`src/rtl/rv32i_pkg.sv`:
```
// Shared RV32I fetch definitions: data width, reset vector, NOP encoding,
// fetch FSM state type and the {pc,instr} queue entry layout.
package rv32i_pkg;

    localparam int unsigned XLEN                 = 32;
    localparam logic [31:0] RESET_VECTOR_DEFAULT = 32'h0000_0000;
    localparam logic [31:0] INSTR_NOP            = 32'h0000_0013;

    typedef enum logic [1:0] {
        ISSUE   = 2'd0,
        WAIT    = 2'd1,
        DISCARD = 2'd2
    } fetch_state_e;

    typedef struct packed {
        logic [XLEN-1:0] pc;
        logic [XLEN-1:0] instr;
    } fetch_entry_t;

endpackage

```
`src/rtl/fetch_unit_if.sv`:
```
// Fetch stage bus bundle: PC register link, instruction memory request and
// response, redirect input and the decode handshake.
// master = fetch stage side, slave = surrounding pipeline / memory side.
interface fetch_unit_if;
    import rv32i_pkg::*;

    logic [XLEN-1:0] pc;
    logic [XLEN-1:0] pcNext;
    logic            imem_req_valid;
    logic            imem_req_ready;
    logic [XLEN-1:0] imem_addr;
    logic            imem_rsp_valid;
    logic [XLEN-1:0] imem_rsp_data;
    logic            redirect_valid;
    logic [XLEN-1:0] redirect_pc;
    logic            dec_valid;
    logic            dec_ready;
    logic [XLEN-1:0] dec_instr;
    logic [XLEN-1:0] dec_pc;

    modport master (
        input  pc,
        output pcNext,
        output imem_req_valid,
        input  imem_req_ready,
        output imem_addr,
        input  imem_rsp_valid,
        input  imem_rsp_data,
        input  redirect_valid,
        input  redirect_pc,
        output dec_valid,
        input  dec_ready,
        output dec_instr,
        output dec_pc
    );

    modport slave (
        output pc,
        input  pcNext,
        input  imem_req_valid,
        output imem_req_ready,
        input  imem_addr,
        output imem_rsp_valid,
        output imem_rsp_data,
        output redirect_valid,
        output redirect_pc,
        input  dec_valid,
        output dec_ready,
        input  dec_instr,
        input  dec_pc
    );

endinterface

```
`src/rtl/fetch_queue.sv`:
```
// QDEPTH-entry FIFO of fetch entries with push, pop, flush and occupancy.
// Flush wins over a same-cycle push; push+pop when full keeps count.
module fetch_queue
    import rv32i_pkg::*;
#(
    parameter int unsigned QDEPTH = 2,
    localparam int unsigned AW    = (QDEPTH > 1) ? $clog2(QDEPTH) : 1
) (
    input  logic         clk,
    input  logic         reset,
    input  logic         push,
    input  fetch_entry_t push_data,
    input  logic         pop,
    input  logic         flush,
    output fetch_entry_t head,
    output logic [AW:0]  count
);

    fetch_entry_t      mem_q [QDEPTH];
    fetch_entry_t      mem_d [QDEPTH];
    logic [AW-1:0]     rd_ptr_q, rd_ptr_d;
    logic [AW-1:0]     wr_ptr_q, wr_ptr_d;
    logic [AW:0]       count_q, count_d;

    // Next pointers, count and storage; power-of-two depth makes pointers wrap naturally
    always_comb begin
        mem_d    = mem_q;
        rd_ptr_d = rd_ptr_q;
        wr_ptr_d = wr_ptr_q;
        count_d  = count_q;
        if (flush) begin
            rd_ptr_d = '0;
            wr_ptr_d = '0;
            count_d  = '0;
        end else begin
            if (push) begin
                mem_d[wr_ptr_q] = push_data;
                wr_ptr_d        = wr_ptr_q + 1'b1;
            end
            if (pop) begin
                rd_ptr_d = rd_ptr_q + 1'b1;
            end
            count_d = count_q + (AW+1)'(push) - (AW+1)'(pop);
        end
    end

    // Register queue state
    always_ff @(posedge clk) begin
        mem_q <= mem_d;
        if (reset) begin
            rd_ptr_q <= '0;
            wr_ptr_q <= '0;
            count_q  <= '0;
        end else begin
            rd_ptr_q <= rd_ptr_d;
            wr_ptr_q <= wr_ptr_d;
            count_q  <= count_d;
        end
    end

    assign head  = mem_q[rd_ptr_q];
    assign count = count_q;

endmodule

```
`src/rtl/fetch_unit.sv`:
```
// RV32I fetch stage: one-outstanding-request fetch FSM, pcNext mux and a
// fetch queue toward decode. Optional macro FETCH_STALL_CNT_EN adds
// stall_cnt, counting cycles where decode is ready but nothing is offered.
module fetch_unit
    import rv32i_pkg::*;
#(
    parameter int unsigned QDEPTH       = 2,
    parameter logic [31:0] RESET_VECTOR = RESET_VECTOR_DEFAULT
) (
    input  logic              clk,
    input  logic              reset,
    fetch_unit_if.master      io
`ifdef FETCH_STALL_CNT_EN
    ,
    output logic [XLEN-1:0]   stall_cnt
`endif
);

    localparam int unsigned AW    = (QDEPTH > 1) ? $clog2(QDEPTH) : 1;
    localparam logic [AW:0] QFULL = (AW+1)'(QDEPTH);

    fetch_state_e    state_q, state_d;
    logic [XLEN-1:0] req_pc_q, req_pc_d;
    logic            req_valid, accept, push, pop, dec_valid;
    logic [AW:0]     q_count;
    fetch_entry_t    q_head, q_push_data;

    fetch_queue #(.QDEPTH(QDEPTH)) u_queue (
        .clk       (clk),
        .reset     (reset),
        .push      (push),
        .push_data (q_push_data),
        .pop       (pop),
        .flush     (io.redirect_valid),
        .head      (q_head),
        .count     (q_count)
    );

    // Handshakes, FSM next state and pcNext selection; redirect overrides everything
    always_comb begin
        dec_valid   = !reset && (q_count != '0);
        req_valid   = !reset && (state_q == ISSUE) && (q_count < QFULL) && !io.redirect_valid;
        accept      = req_valid && io.imem_req_ready;
        push        = !reset && (state_q == WAIT) && io.imem_rsp_valid && !io.redirect_valid;
        pop         = dec_valid && io.dec_ready && !io.redirect_valid;
        q_push_data = '{pc: req_pc_q, instr: io.imem_rsp_data};
        req_pc_d    = accept ? io.pc : req_pc_q;
        state_d     = state_q;

        unique case (state_q)
            ISSUE:   if (accept) state_d = WAIT;
            WAIT:    if (io.imem_rsp_valid) state_d = ISSUE;
                     else if (io.redirect_valid) state_d = DISCARD;
            DISCARD: if (io.imem_rsp_valid) state_d = ISSUE;
            default: state_d = ISSUE;
        endcase

        if (reset)                  io.pcNext = RESET_VECTOR;
        else if (io.redirect_valid) io.pcNext = io.redirect_pc;
        else if (accept)            io.pcNext = io.pc + 32'd4;
        else                        io.pcNext = io.pc;

        io.imem_req_valid = req_valid;
        io.dec_valid      = dec_valid;
        io.dec_instr      = q_head.instr;
        io.dec_pc         = q_head.pc;
    end

    assign io.imem_addr = io.pc;

    // Fetch FSM state and in-flight request pc
    always_ff @(posedge clk) begin
        if (reset) begin
            state_q  <= ISSUE;
            req_pc_q <= '0;
        end else begin
            state_q  <= state_d;
            req_pc_q <= req_pc_d;
        end
    end

`ifdef FETCH_STALL_CNT_EN
    logic [XLEN-1:0] stall_cnt_q, stall_cnt_d;

    // Count decode-starved cycles
    always_comb begin
        stall_cnt_d = stall_cnt_q;
        if (io.dec_ready && !dec_valid) stall_cnt_d = stall_cnt_q + 32'd1;
    end

    // Register stall counter
    always_ff @(posedge clk) begin
        if (reset) stall_cnt_q <= '0;
        else       stall_cnt_q <= stall_cnt_d;
    end

    assign stall_cnt = stall_cnt_q;
`endif

endmodule

```
`src/flat_wrapper.sv`:
```
// flat-port wrapper written by rule: the top's interface ports become plain ports
module fetch_unit_flat import rv32i_pkg::*;
#(
    parameter int unsigned QDEPTH       = 2,
    parameter logic [31:0] RESET_VECTOR = RESET_VECTOR_DEFAULT
)
  (clk, reset, io_pc, io_pcNext, io_imem_req_valid, io_imem_req_ready, io_imem_addr, io_imem_rsp_valid, io_imem_rsp_data, io_redirect_valid, io_redirect_pc, io_dec_valid, io_dec_ready, io_dec_instr, io_dec_pc);
  fetch_unit_if io_i ();
  input  logic clk;
  input  logic reset;
  input wire logic [$bits(io_i.pc)-1:0] io_pc;
  output wire logic [$bits(io_i.pcNext)-1:0] io_pcNext;
  output wire logic [$bits(io_i.imem_req_valid)-1:0] io_imem_req_valid;
  input wire logic [$bits(io_i.imem_req_ready)-1:0] io_imem_req_ready;
  output wire logic [$bits(io_i.imem_addr)-1:0] io_imem_addr;
  input wire logic [$bits(io_i.imem_rsp_valid)-1:0] io_imem_rsp_valid;
  input wire logic [$bits(io_i.imem_rsp_data)-1:0] io_imem_rsp_data;
  input wire logic [$bits(io_i.redirect_valid)-1:0] io_redirect_valid;
  input wire logic [$bits(io_i.redirect_pc)-1:0] io_redirect_pc;
  output wire logic [$bits(io_i.dec_valid)-1:0] io_dec_valid;
  input wire logic [$bits(io_i.dec_ready)-1:0] io_dec_ready;
  output wire logic [$bits(io_i.dec_instr)-1:0] io_dec_instr;
  output wire logic [$bits(io_i.dec_pc)-1:0] io_dec_pc;
  assign io_i.pc = io_pc;
  assign io_pcNext = io_i.pcNext;
  assign io_imem_req_valid = io_i.imem_req_valid;
  assign io_i.imem_req_ready = io_imem_req_ready;
  assign io_imem_addr = io_i.imem_addr;
  assign io_i.imem_rsp_valid = io_imem_rsp_valid;
  assign io_i.imem_rsp_data = io_imem_rsp_data;
  assign io_i.redirect_valid = io_redirect_valid;
  assign io_i.redirect_pc = io_redirect_pc;
  assign io_dec_valid = io_i.dec_valid;
  assign io_i.dec_ready = io_dec_ready;
  assign io_dec_instr = io_i.dec_instr;
  assign io_dec_pc = io_i.dec_pc;
  fetch_unit #(.QDEPTH(QDEPTH), .RESET_VECTOR(RESET_VECTOR)) u_core (.clk(clk), .reset(reset), .io(io_i));
endmodule
```
`config.mk`:
```
export PLATFORM = sky130hd
export DESIGN_NAME = fetch_unit_flat
export DESIGN_NICKNAME = d
export VERILOG_FILES = /design/src/rtl/rv32i_pkg.sv /design/src/rtl/fetch_unit_if.sv /design/src/rtl/fetch_queue.sv /design/src/rtl/fetch_unit.sv /design/src/flat_wrapper.sv
export SDC_FILE = /design/constraint.sdc
export NUM_CORES = 1
export LEC_CHECK = 0
export CORE_MARGIN = 5
export CORE_UTILIZATION = 45
export CTS_CLUSTER_SIZE = 16
export DETAILED_ROUTE_END_ITERATION = 8
export PLACE_DENSITY = 0.77
export SYNTH_ARGS = -nofsm -noshare
export SYNTH_HDL_FRONTEND = slang
export SYNTH_HIERARCHICAL = 1
export SYNTH_SLANG_ARGS = --single-unit
```
`constraint.sdc`:
```
create_clock -name clk -period 9.1 [get_ports clk]
set_input_delay 1.365 -clock clk [delete_from_list [all_inputs] [get_ports clk]]
set_output_delay 1.365 -clock clk [all_outputs]
set_load 0.02 [all_outputs]
```
; ---- Yosys cells after proc, flatten, opt, wreduce, memory -nomap -nowiden
; Cells that the tools add are included.
[word_totals]
input_bits = 102
regBits = 166
wordCells = 58
out_inout_bits = 130
[op_classes]
n_mux = 14
n_lt_le_gt_ge = 4
eq_ne = 5
bitwise_logic = 3
n_reduce_logical = 18
add_sub_neg = 5
[op_table]
columns = operator, n
row1 = $mux W64, 4
row2 = $bwmux W128, 1
row3 = $mux W32, 3
row4 = $demux W64 S1, 1
row5 = $add A32 B3 Y32 const B, 1
row6 = $logic_and A1 B1 Y1, 11
row7 = $mux W2, 4
row8 = $pmux W2 S3, 1
row9 = $ge A2 B2 Y1 const B, 2
row10 = $not A1 Y2, 2
row11 = $ne A3 B3 Y1 const B, 1
row12 = $reduce_and A3 Y1, 1
row13 = $add A1 B1 Y1 const B, 2
row14 = $add A2 B1 Y2, 1
row15 = $eq A2 B1 Y1 const B, 1
row16 = $eq A2 B2 Y1 const B, 1
row17 = $logic_not A1 Y1, 2
row18 = $logic_not A2 Y1, 1
row19 = $lt A2 B1 Y1 const B, 1
row20 = $lt A2 B2 Y1 const B, 1
row21 = $ne A2 B1 Y1 const B, 1
row22 = $ne A2 B2 Y1 const B, 1
row23 = $reduce_and A2 Y1, 1
row24 = $reduce_bool A2 Y1, 1
row25 = other kinds (3), 3

; ---- Logic depth before layout (Yosys ltp)
[depth]
depth_word = 8
mapped_depth = 9

; ---- Hierarchy
; The synthesis kept the hierarchy.
[modules_own_cells]
columns = module, n_inst, seq_area_each_um2, area_per_inst_um2, cells_per_inst
row1 = fetch_queue, 1, 3923.8, 5037.3, 216
row2 = fetch_unit, 1, 680.7, 2763.9, 411

; ---- Worst setup path after synthesis
; Ideal clock, no wire load.
[synth_path]
path_kind = input to register
start = input port reset
end = register u_core/u_queue/mem_q[100] in the netlist's numbering, enable pin
path_slack_ns = 1.566
stages = 4
required_ns = 8.522
setup_time_ns = 0.578
t_arrival_ns = 6.956
path_cell_list = clkbuf_1 > or2_2 > nor3_1 > nor3b_1
[synth_between]
elab_chain_len = 5
[synth_rtl]
columns = item, line_no
row1 = from (decl), flat_wrapper.sv:10  ; input logic reset;
row2 = $logic_not A1 Y1, fetch_unit.sv:44  ; push = !reset && (state_q == WAIT) && io.imem_rsp_valid && !io.redirect_valid;
row3 = $logic_and A1 B1 Y1 (3 in series), fetch_unit.sv:44
row4 = named net u_core.push, fetch_unit.sv:24  ; logic req_valid, accept, push, pop, dec_valid;
row5 = $reduce_and A2 Y1 (no line), --
row6 = to (signal assigned), fetch_queue.sv:49  ; mem_q <= mem_d;
row7 = to (decl), fetch_queue.sv:19  ; fetch_entry_t mem_q [QDEPTH];
; The timed path passes the listed nets, and every way through them passes these cells.
; A chain may end at the register's enable or synchronous reset.

; ---- Worst setup path in the final report
[layout_path]
start = input port io_redirect_valid
end = output port io_pcNext[19]
[layout_between]
elab_chain_len = 6
[layout_rtl]
columns = item, line_no
row1 = from (decl), flat_wrapper.sv:18  ; input wire logic [$bits(io_i.redirect_valid)-1:0] io_redirect_valid;
row2 = $logic_not A1 Y1, fetch_unit.sv:42  ; req_valid = !reset && (state_q == ISSUE) && (q_count < QFULL) && !io.redirect_valid;
row3 = $logic_and A1 B1 Y1, fetch_unit.sv:42
row4 = $logic_and A1 B1 Y1, fetch_unit.sv:43  ; accept = req_valid && io.imem_req_ready;
row5 = $mux W32, fetch_unit.sv:60  ; else if (accept) io.pcNext = io.pc + 32'd4;
row6 = $mux W32 *, fetch_unit.sv:59  ; else if (io.redirect_valid) io.pcNext = io.redirect_pc;
row7 = $mux W32 *, fetch_unit.sv:58  ; if (reset) io.pcNext = RESET_VECTOR;
row8 = to (decl), flat_wrapper.sv:12  ; output wire logic [$bits(io_i.pcNext)-1:0] io_pcNext;
; Mark *: on every way between the ends. The rest lies on a longest branch, timed or not.

==> flow_summary.json <==
{
  "grt_usage_pct": 19.5,
  "nets": 918,
  "slew_violations": 0,
  "diodes": 0,
  "pwr_density_cell_nw_per_um2": 156,
  "pin_count": 232,
  "cts.path.max_buffers": 2,
  "yosysTopAreaCell": "edfxtp_1",
  "synth_top_area_share_pct": 49.3,
  "total_power_mw": 1.64,
  "crit_required_ns": 7.74,
  "fmax_ghz": 0.163,
  "critPathMaxStageDelay_ns": 0.72,
  "wl_met1_um": 8380,
  "yosysWarnings": 6,
  "post_drt_wl_per_cell_um": 19.0,
  "cts_made_buffers": 17,
  "wl_met2_um": 9710,
  "post-place-ws_ns": 3.01,
  "clockPowerShare_pct": 38.7,
  "timing.final.crit_share_pct": 67.4,
  "grt_pass1_wl_um": 30100,
  "crit_slowest_cell": "clkdlybuf4s50_1",
  "syn_to_final_growth_pct": 35.0,
  "hold_class": "reg -> reg",
  "path_delay_family": "simple AND/OR/NAND/NOR gates",
  "r2r_end": "u_core/u_queue/mem_q[113]$_DFFE_PP_",
  "synth.most_common_cell": "edfxtp_1",
  "antenna_found_initial": 0,
  "cap_violations": 0,
  "vias": 5647,
  "worstPathCellList": "clkdlybuf4s50_1, buf_4, or4_1, or3_1, or4_1, a311oi_1, clkdlybuf4s50_1",
  "cts_sinks": 166,
  "grt_overflow": 0,
  "viasPerCell": 5.37,
  "clk_latency_ns": 0.42,
  "crit_type": "in -> out",
  "ys.flop_type": "edfxtp_1",
  "synth_cell_types": 49,
  "cts_tree": "done",
  "timing.rr.start": "u_core/state_q[0]$_SDFFE_PP0P_",
  "finalHoldViolations": 0,
  "power.net_switching_uw": 384,
  "detailroute.wirelength.met3_um": 1640,
  "cts_root_buffer": "clkbuf_16",
  "topRoutingLayerUsed": "met4",
  "min_from": "u_core/req_pc_q[12]$_SDFFE_PP0P_",
  "cts_repair_resize_count": 0,
  "die_y_um": 142,
  "path_clk_slew_ns": 0.06,
  "period_minus_slack_ns": 6.13,
  "crit_arrival_ns": 4.77,
  "worstMarginPinSlew_ns": 1.14,
  "cp-end-kind": "output pin",
  "port_buffers": 231,
  "grt_max_degree": 81,
  "synth_nets": 732,
  "power.share.switching_pct": 23.4,
  "cp_max_fo": 36,
  "post_route_cells_drive_above_1_share_pct": 12.6,
  "place_hpwl_um": 14000,
  "wirelength_um": 20000,
  "drt-initial-drc-count": 445,
  "p_leak_nw": 3.45,
  "ys_seq_area_share_pct": 59.0,
  "whs_path_depth": 0,
  "min_to": "u_core/u_queue/mem_q[108]$_DFFE_PP_",
  "die_x_um": 142,
  "combinationalPowerShare_pct": 11.2,
  "peakVddDrop_uv": 132,
  "drc": 0,
  "start_util_pct": 45.4,
  "num_rows": 48,
  "rrSetupSlack_ns": 6.57,
  "final.setup_skew_ns": 0.00750,
  "setup_viol": 0,
  "power.internal_mw": 1.26,
  "synth-edff-count": 128,
  "grt_pass1_vias": 5316,
  "max_slew_margin_pct": 24.2,
  "p_seq_share_pct": 50.1,
  "tns_ns": 0,
  "netlist_instances": 627,
  "synth_area_per_cell_sq_um": 12.4,
  "reg2reg_depth": 4,
  "rsz0062_at_grt": "no",
  "drt_first_pass_iters": 5,
  "ys_ff_latch": 166,
  "netlist_area_sq_um": 7800,
  "cts.htree.levels": 4,
  "dieArea_sq_um": 20100,
  "ys_top_cells_by_count": "edfxtp_1 (128), nand2_1 (78), mux2_4 (50), dfxtp_1 (38), a21oi_1 (37)",
  "drtAntennaViolNets": 0,
  "gp_congestion": 0.863,
  "status": "completed",
  "synth_area_leaders": "edfxtp_1 (49%), dfxtp_1 (9.8%), mux2_4 (9.6%)",
  "start_kind": "input pin",
  "async_flop_share_pct": 0,
  "holdBufCountCts": 0,
  "post_cts_buffers": 0,
  "core_sq_um": 17200,
  "worst-path-buf-inv": 3,
  "worst_slack_ns": 2.97
}
## through the flow
step                util, %  hold WS [ns]  area (sq um)  instances
finish                 61.3         0.450         10500       1051
global route           61.3         0.462         10500       1051
CTS                    61.3         0.451         10500       1051
detailed placement     58.2         0.436         10000       1019
global placement       58.2         0.429         10000       1019
floorplan                 -         0.425          7800        627
## kinds of logic (layout without fill, tap and decap cells)
group,Yosys count,in the layout,synth area share (%)
simple gates,214,214,13.7
flops,166,166,59.0
compound gates,87,87,7.06
buf+inv,78,277,6.17
mux,67,67,12.0
xor+xnor,12,12,1.52
fa+ha+maj,3,3,0.481
## layout make-up
class | instances | area [sq um]
Timing Repair Buffer | 236 | 2340
Inverter | 9 | 33.8
Fill cell | 1395 | 6650
Clock inverter | 15 | 105
Sequential cell | 166 | 4610
Multi-Input combinational cell | 383 | 2730
Clock buffer | 17 | 425
Tap cell | 225 | 282
## power by group through the flow
stage / clock [mW] / sequential [mW] / combinational, mW
CTS: 0.647 / 0.823 / 0.183
finish: 0.635 / 0.823 / 0.183
global placement: 0 / 0.839 / 0.181
global route: 0.685 / 0.823 / 0.195
detailed placement: 0 / 0.839 / 0.182
floorplan: 0 / 0.838 / 0.0826
## worst max path at each step
stage                       from                                   to  depth (start not counted)
2_1_floorplan              reset  u_core/u_queue/mem_q[100]$_DFFE_PP_                          4
3_3_place_gp   io_redirect_valid                        io_pcNext[18]                          7
3_5_place_dp   io_redirect_valid                        io_pcNext[19]                          7
4_1_cts        io_redirect_valid                        io_pcNext[19]                          7
5_1_grt        io_redirect_valid                        io_pcNext[26]                          7
6_report       io_redirect_valid                        io_pcNext[19]                          7
## registers in the layout, indices dropped and copies added (netlist names)
| register | count |
|---|---|
| u_core/u_queue/mem_q | 128 |
| u_core/u_queue/wr_ptr_q | 1 |
| u_core/u_queue/rd_ptr_q | 1 |
| u_core/u_queue/count | 2 |
| u_core/req_pc_q | 32 |
| u_core/state_q | 2 |
## worst reg2reg max path: stages, from the launching register on
cell	delay (ns)
dfxtp_1	0.45
nand2_1	0.08
nor3_1	0.42
nor3b_2	0.43
buf_4	0.72
## routing by layer
metal / vias up / track usage, %
li1: 2689 / -
met1: 2670 / 25.9
met2: 267 / 31.8
met3: 21 / 5.19
met4: 0 / 5.51
met5: - / 0
## cells in the final DEF (no fill, tap or decap), drive strengths merged, types with 13 or more instances in the layout
cell and count:
nand3 16, nand2 78, nor3 19, edfxtp 128, mux2 64, clkdlybuf4s50 230, a21oi 37, nand4 16
clkbuf 17, dfxtp 38, inv 13, nor2 31
No activity file was read; power rests on OpenSTA's default activity.
